===== src/rtl/fifo_reader.sv =====
// fifo_reader: read-side controller for the partitioned FIFO with a 2-entry valid/ready output buffer
module fifo_reader #(
    parameter int DATA_WIDTH = 8,
    parameter int MAX_DATA   = 256,
    parameter int ADDR_WIDTH = 8
) (
    input  logic                  clk,
    input  logic                  rst,
    input  logic                  wr_en,
    output logic                  mem_rd_en,
    output logic [ADDR_WIDTH-1:0] mem_rd_addr,
    input  logic [DATA_WIDTH-1:0] mem_rd_data,
    output logic [DATA_WIDTH-1:0] rd_data,
    output logic                  rd_valid,
    input  logic                  rd_ready,
    output logic [ADDR_WIDTH:0]   count,
    output logic                  empty,
    output logic                  full,
    output logic                  overflow
);
    localparam logic [ADDR_WIDTH:0] FULL_CNT = (ADDR_WIDTH+1)'(MAX_DATA);

    logic [ADDR_WIDTH:0]   count_q, count_d, unfetched_q, unfetched_d;
    logic [ADDR_WIDTH-1:0] rd_ptr_q, rd_ptr_d;
    logic                  inflight_q, inflight_d, overflow_q, overflow_d;
    logic [1:0]            buf_cnt_q, buf_cnt_d;
    logic [DATA_WIDTH-1:0] buf0_q, buf0_d, buf1_q, buf1_d, head, second;
    logic                  acc, pop, fetch;

    assign full        = count_q == FULL_CNT;
    assign empty       = count_q == '0;
    assign count       = count_q;
    assign overflow    = overflow_q;
    assign rd_valid    = buf_cnt_q != 2'd0 || inflight_q;
    assign rd_data     = head;
    assign mem_rd_en   = fetch;
    assign mem_rd_addr = rd_ptr_q;

    // Next-state logic; the arriving memory word is presented directly when the buffer is empty,
    // so the entry queue is buf0, buf1 (as filled) followed by the in-flight word.
    always_comb begin
        acc         = wr_en && !full;
        head        = (buf_cnt_q != 2'd0 || !inflight_q) ? buf0_q : mem_rd_data;
        second      = (buf_cnt_q == 2'd2) ? buf1_q : mem_rd_data;
        pop         = rd_valid && rd_ready;
        buf_cnt_d   = buf_cnt_q + 2'(inflight_q) - 2'(pop);
        fetch       = unfetched_q != '0 && buf_cnt_d < 2'd2;
        buf0_d      = (buf_cnt_d == 2'd0) ? (pop ? head : buf0_q) : (pop ? second : head);
        buf1_d      = pop ? mem_rd_data : second;
        inflight_d  = fetch;
        rd_ptr_d    = rd_ptr_q + ADDR_WIDTH'(fetch);
        count_d     = count_q + (ADDR_WIDTH+1)'(acc) - (ADDR_WIDTH+1)'(pop);
        unfetched_d = unfetched_q + (ADDR_WIDTH+1)'(acc) - (ADDR_WIDTH+1)'(fetch);
        overflow_d  = wr_en && full;
    end

    // State registers; reset discards buffered and in-flight data and rewinds the read pointer
    always_ff @(posedge clk or posedge rst) begin
        if (rst) begin
            count_q     <= '0;
            unfetched_q <= '0;
            rd_ptr_q    <= '0;
            inflight_q  <= 1'b0;
            overflow_q  <= 1'b0;
            buf_cnt_q   <= 2'd0;
            buf0_q      <= '0;
            buf1_q      <= '0;
        end else begin
            count_q     <= count_d;
            unfetched_q <= unfetched_d;
            rd_ptr_q    <= rd_ptr_d;
            inflight_q  <= inflight_d;
            overflow_q  <= overflow_d;
            buf_cnt_q   <= buf_cnt_d;
            buf0_q      <= buf0_d;
            buf1_q      <= buf1_d;
        end
    end
endmodule


===== config.mk =====
export PLATFORM = sky130hd
export DESIGN_NAME = fifo_reader
export DESIGN_NICKNAME = d
export VERILOG_FILES = /design/src/rtl/fifo_reader.sv
export SDC_FILE = /design/constraint.sdc
export NUM_CORES = 1
export LEC_CHECK = 0
export BUFFER_PORTS_ARGS = -buffer_cell sky130_fd_sc_hd__buf_2
export CAP_MARGIN = 20
export CELL_PAD_IN_SITES_DETAIL_PLACEMENT = 1
export CELL_PAD_IN_SITES_GLOBAL_PLACEMENT = 1
export CORE_AREA = 5 5 85 87
export CTS_BUF_LIST = sky130_fd_sc_hd__clkbuf_4 sky130_fd_sc_hd__clkbuf_8 sky130_fd_sc_hd__clkbuf_16
export DETAILED_ROUTE_END_ITERATION = 7
export DIE_AREA = 0 0 90 92
export GPL_TIMING_DRIVEN = 0
export PLACE_DENSITY = 0.81
export SKIP_LAST_GASP = 1
export SYNTH_ARGS = -nofsm -noshare
export SYNTH_HDL_FRONTEND = slang
export SYNTH_SLANG_ARGS = --single-unit

===== constraint.sdc =====
create_clock -name clk -period 6.7 [get_ports clk]
set_clock_uncertainty 0.1 [all_clocks]
set_input_delay 0.67 -clock clk [delete_from_list [all_inputs] [get_ports clk]]
set_output_delay 0.67 -clock clk [all_outputs]
set_load 0.01 [all_outputs]

## Word-level counts from Yosys, hierarchy flattened

Cells that the tools add are included.

- Register bits after elaboration: 46
- Bits of input ports: 12
- Output and inout port bits: 30
- Word-level logic and storage cells: 37

- Add/subtract/negate cells: 7
- Order comparisons: 1
- Equal/unequal tests: 3
- Mux-type cells: 6
- Reduce and logical (&&, ||, !) cells: 12

Operators with widths:

| kind | number |
|---|---|
| 8-bit two-way mux | 6 |
| 9-bit by 1-bit adder with 9-bit output | 2 |
| 9-bit by 1-bit subtractor with 9-bit output | 2 |
| 9-bit equality test (second input constant) | 1 |
| 9-bit logical NOT | 1 |
| 9-bit nonzero test | 1 |
| 8-bit by 1-bit adder with 8-bit output | 1 |
| 1-bit logical AND | 4 |
| 2-bit by 1-bit adder with 2-bit output | 1 |
| 2-bit equality test (second input constant) | 1 |
| 1-bit logical NOT | 2 |
| 2-bit logical NOT | 1 |
| 1-bit logical OR | 2 |
| 2-bit < comparator (second input constant) | 1 |
| 2-bit != test (second input constant) | 1 |
| 2-bit nonzero test | 1 |
| 2-bit by 1-bit subtractor with 2-bit output | 1 |

## Depth between registers and ports, before layout

- Depth after elaboration: 7
- Depth in mapped cells: 16
- Depth with buffers taken out: 15

## Worst setup path after synthesis

No wires, ideal clock.

- Kind: register -> register
- Start point: register buf_cnt_q[1]
- End point: register unfetched_q[8]
- Library setup time: 0.125 ns
- Arrival: 3.207 ns
- Data required time: 6.475 ns
- Slack: 3.268 ns
- Stages on the path, launching flop included: 17
- Path buffers: 1
- Clock period less this slack: 3.432 ns
- Cell sequence: dfrtp_1 > buf_2 > or3_1 > nand3_1 > o21ai_0 > ha_1 > xnor2_4 > nor2_4 > xnor2_1 > ha_1 > inv_1 > fa_1 > inv_1 > a21oi_1 > o41ai_1 > o22ai_1 > xnor2_1

- Cells in the longest elaborated chain, start to end: 7
- Elaborated cells between the ends (all ways): 8
- Classes of those cells: 3 x add/sub; 1 x order compare; 4 x reduce/logical

Ends and longest elaborated chain:

| element | RTL line | RTL |
|---|---|---|
| start, declared | 26 | `logic [1:0] buf_cnt_q, buf_cnt_d;` |
| start signal, assigned | 74 | `buf_cnt_q <= buf_cnt_d;` |
| 2-bit nonzero test | 34 | `assign rd_valid = buf_cnt_q != 2'd0 \|\| inflight_q;` |
| 1-bit logical OR | 34 |  |
| named net rd_valid | 14 | `output logic rd_valid,` |
| 1-bit logical AND | 45 | `pop = rd_valid && rd_ready;` |
| 2-bit by 1-bit subtractor with 2-bit output | 46 | `buf_cnt_d = buf_cnt_q + 2'(inflight_q) - 2'(pop);` |
| named net buf_cnt_d[1] | 26 |  |
| 2-bit < comparator | 47 | `fetch = unfetched_q != '0 && buf_cnt_d < 2'd2;` |
| 1-bit logical AND | 47 |  |
| named net mem_rd_en | 10 | `output logic mem_rd_en,` |
| 9-bit by 1-bit subtractor with 9-bit output | 53 | `unfetched_d = unfetched_q + (ADDR_WIDTH+1)'(acc) - (ADDR_WIDTH+1)'(fetch);` |
| named net unfetched_d[8] | 23 | `logic [ADDR_WIDTH:0] count_q, count_d, unfetched_q, unfetched_d;` |
| end signal, assigned | 70 | `unfetched_q <= unfetched_d;` |
| end, declared | 23 |  |

The timed path passes the listed nets, and every way through them passes these cells.
A chain may end at the register's enable or synchronous reset.

## Worst setup path after layout

- Start point: register buf_cnt_q[1]
- End point: register unfetched_q[8]

- Cells in the longest elaborated chain, start to end: 7
- Elaborated cells between the ends (all ways): 8
- Classes of those cells: 3 x add/sub; 1 x order compare; 4 x reduce/logical

Ends and longest elaborated chain:

| element | RTL line |
|---|---|
| branches (longest 3 deep; another with 2-bit by 1-bit adder with 2-bit output) | n/a |
| 2-bit by 1-bit subtractor with 2-bit output (*) | 46 |
| named net buf_cnt_d[1] | 26 |
| 2-bit < comparator (*) | 47 |
| 1-bit logical AND (*) | 47 |
| 9-bit by 1-bit subtractor with 9-bit output (*) | 53 |
| named net unfetched_d[8] | 23 |

Mark *: on every way through the listed nets, which the timed path passes.

==> impl_results.md <==
- DRT Pass-1 Iters: 4
- Endpoints failing setup: 0
- Mux cell area share after synthesis: 7.11%
- DRT iter0 DRCs: 49
- Die Ht: 92 um
- Clock Tree Buf Depth: 2
- Placed cells: 365
- Ys async rst share: 100%
- CTS HTree Levels: 2
- Antenna Nets Post-Route: 0
- Clock sinks: 46
- Max Cap Viol: 0
- Largest net degree at the start of global routing: 37
- Critical Path End: unfetched_q[8]$_DFF_PP0_
- Die width: 90 um
- Max VDD drop: 234 uV
- Via/cell ratio: 5.32
- Site row count: 29
- Post-route minimum period: 3.81 ns
- Crit path launch type: register
- Synthesis-stage register bit count: 46
- Via count of the first global-routing pass: 2,193
- Share of post-route cells with drive strength above 1: 26.4%
- Synth area leader: dfrtp_1
- Met2 Use GR: 28.4%
- Syn avg cell area: 11.1 um^2
- Core area: 0.00628 mm^2
- XOR/XNOR share of the synthesized area: 9.29%
- Worst-Skew Late Latency: 0.30 ns
- Gr ovfl total: 0
- Post-synth top area share: 41.9%
- Via count of the routed design: 1,986
- Largest family of logic cells by synthesized area: compound AO/OA/AOI/OAI gates
- Met3 usage: 3.27%
- Max frequency: 0.263 GHz
- Crit. End Element: register
- Slew HR: 52.3%
- Sequential area share after synthesis: 41.9%
- Final hold violation count: 0
- Fin crit share: 56.8%
- Die area: 0.00828 mm^2
- Clk root buf: clkbuf_8
- RSZ-0062 raised after global routing: false
- Initial antenna violation count: 0
- Avg WL per Cell: 16.3 um
- WS Path Type: reg -> reg
- Leading cell type in the layout, fill and taps excluded: dfrtp_1
- Fill cell count: 731
- CTS Hold Bufs: 0
- Yosys warns: 0
- PostCTS Resize Cnt: 0
- Main synth FF type: dfrtp_1
- Yosys cell types: 43
- Diode count: 0
- Worst path arrival time: 3.89 ns
- Worst r2r src: buf_cnt_q[1]$_DFF_PP0_
- Clock transition at path regs: 0.09 ns
- Post-route DRC: 0
- Non-Filler Instances: 373
- Mapped Cells: 247
- Mapped Nets: 285
- Synthesized cell area: 0.00275 mm^2
- Half-perimeter wire length after placement: 4790 um
- Hold WC Path Type: in -> async
- Status: completed
- Worst-margin pin slew: 0.713 ns
- Setup bufs post-CTS: 0
- Adder-Cell Fraction of Synth Area: 12.4%
- I/O pin count: 42
- Initial core utilization: 43.8%
- Global route hottest layer: met2
- Commonest cells after routing, fill and taps aside: dfrtp_1, buf_2, inv_1
- Reg-to-reg setup timing slack: 2.89 ns
- CP Max Fanout: 8
- Critical Path Max Stage Delay: 0.41 ns
- Met1 Track Usage GR: 18.1%
- RR Endpoint: unfetched_q[8]$_DFF_PP0_
- Final TNS setup: 0 ns
- Setup crit start: buf_cnt_q[1]$_DFF_PP0_
- EDFF count, synth: 0
- Total Routing Usage GR: 15.5%
- TritonCTS clock tree: done
- Slew Viols, Final: 0
- Area grow syn2layout: 15.5%
- FF-to-FF path depth: 16
- Critical path, cell by cell: buf_2 -> or3_1 -> nand3_1 -> o21ai_0 -> ha_1 -> xnor2_4 -> nor2_4 -> xnor2_1 -> ha_1 -> inv_1 -> fa_1 -> inv_1 -> a21oi_1 -> o41ai_1 -> o22ai_1 -> xnor2_1
- Port Buffers: 40
- First-pass GRT wire length: 10,600 um
- Critical Path RT: 6.78 ns
- CTS buffer count: 5
- Post-synthesis compound-gate area fraction: 13.3%
- Total Wirelength: 6100 um
- PwrDens: 617 mW/mm^2
- Static Leakage: 1.58 nW
- CP max-delay cell: fa_1
- Simple-gate portion of the synthesized area: 11.4%
- Nets: 333
- RD Place Congestion: 0.779
- Synth area leaders: dfrtp_1, ha_1, mux2_2
[report_power, final]
group          internal (mW)  total [mW]  switching (mW)
Clock                  0.110       0.207          0.0972
Combinational          0.565        1.22           0.659
Sequential             0.420       0.524           0.104
Total                   1.10        1.96           0.860
[how the worst min path moves through the flow]
stage | from | to | slack [ns] | cells after the start
floorplan | buf0_q[7]$_DFFE_PP0P_ | buf0_q[7]$_DFFE_PP0P_ | 0.36 | 1
global placement | mem_rd_addr[7]$_DFF_PP0_ | mem_rd_addr[7]$_DFF_PP0_ | 0.36 | 1
detailed placement | mem_rd_addr[7]$_DFF_PP0_ | mem_rd_addr[7]$_DFF_PP0_ | 0.36 | 1
CTS | rst | count[3]$_DFF_PP0_ | 0.21 | 2
global route | rst | count[3]$_DFF_PP0_ | 0.22 | 2
finish | rst | mem_rd_addr[4]$_DFF_PP0_ | 0.20 | 2
[cells by family after synthesis]
logic type               count (synthesis)
AND/OR/NAND/NOR                         53
flip-flops                              46
AO/OA/AOI/OAI                           45
buffers and inverters                   33
XOR/XNOR                                27
adder cells (fa/ha/maj)                 26
multiplexers                            17
[metrics by stage]
stage	cell area (um^2)	hold WS, ns	power [mW]	util (%)	worst slack (ns)
floorplan	2750	0.362	1.43	-	3.27
global placement	3040	0.355	1.69	48.5	2.95
detailed placement	3060	0.361	1.77	48.8	2.90
CTS	3170	0.209	1.99	50.5	2.84
global route	3170	0.220	2.14	50.5	2.60
finish	3170	0.204	1.96	50.5	2.89
[synth_stat cells (2+ instances only)]
master / count
dfrtp_1: 46
inv_1: 28
ha_1: 24
a22o_1: 16
mux2_2: 16
xnor2_1: 14
nor2_1: 12
xor2_1: 12
a21oi_1: 8
nand3_1: 8
nand2_1: 6
and2_1: 5
and3b_1: 5
o21bai_1: 4
and3_1: 3
nor3_1: 3
or3_1: 3
a21o_1: 2
buf_2: 2
clkbuf_1: 2
fa_1: 2
nand2b_1: 2
o21ai_0: 2
o22ai_1: 2
o41ai_1: 2
[routing by layer]
layer / part of all wire, % / vias up
met1: 42 / 991
li1: - / 952
met4: 1.4 / 0
met2: 53 / 34
met5: 0 / -
met3: 3.1 / 9
[critical path: cells and delay by family, from the launching register on]
kind | cells | cell delay [ns]
flip-flops | 1 | 0.36
adder cells (fa/ha/maj) | 3 | 0.94
XOR/XNOR | 3 | 0.67
buffers and inverters | 3 | 0.29
AND/OR/NAND/NOR | 3 | 0.62
AO/OA/AOI/OAI | 4 | 0.71
[final cells by class]
type	instances	area (um^2)	area share [%]
inverter	29	109	3.43
multi-input combinational	168	1470	46.3
buffer	4	17.5	0.552
clock inverter	3	40.0	1.26
tap	77	96.3	3.04
timing repair buffer	41	220	6.94
clock buffer	5	68.8	2.17
sequential	46	1150	36.3
[sequential cells by signal, summed over array words and instances (netlist names)]
register     flops
unfetched_q      9
count            9
overflow         1
buf1_q           8
inflight_q       1
buf_cnt_q        2
buf0_q           8
mem_rd_addr      8
Note: power is estimated with default switching activity, not from simulation.
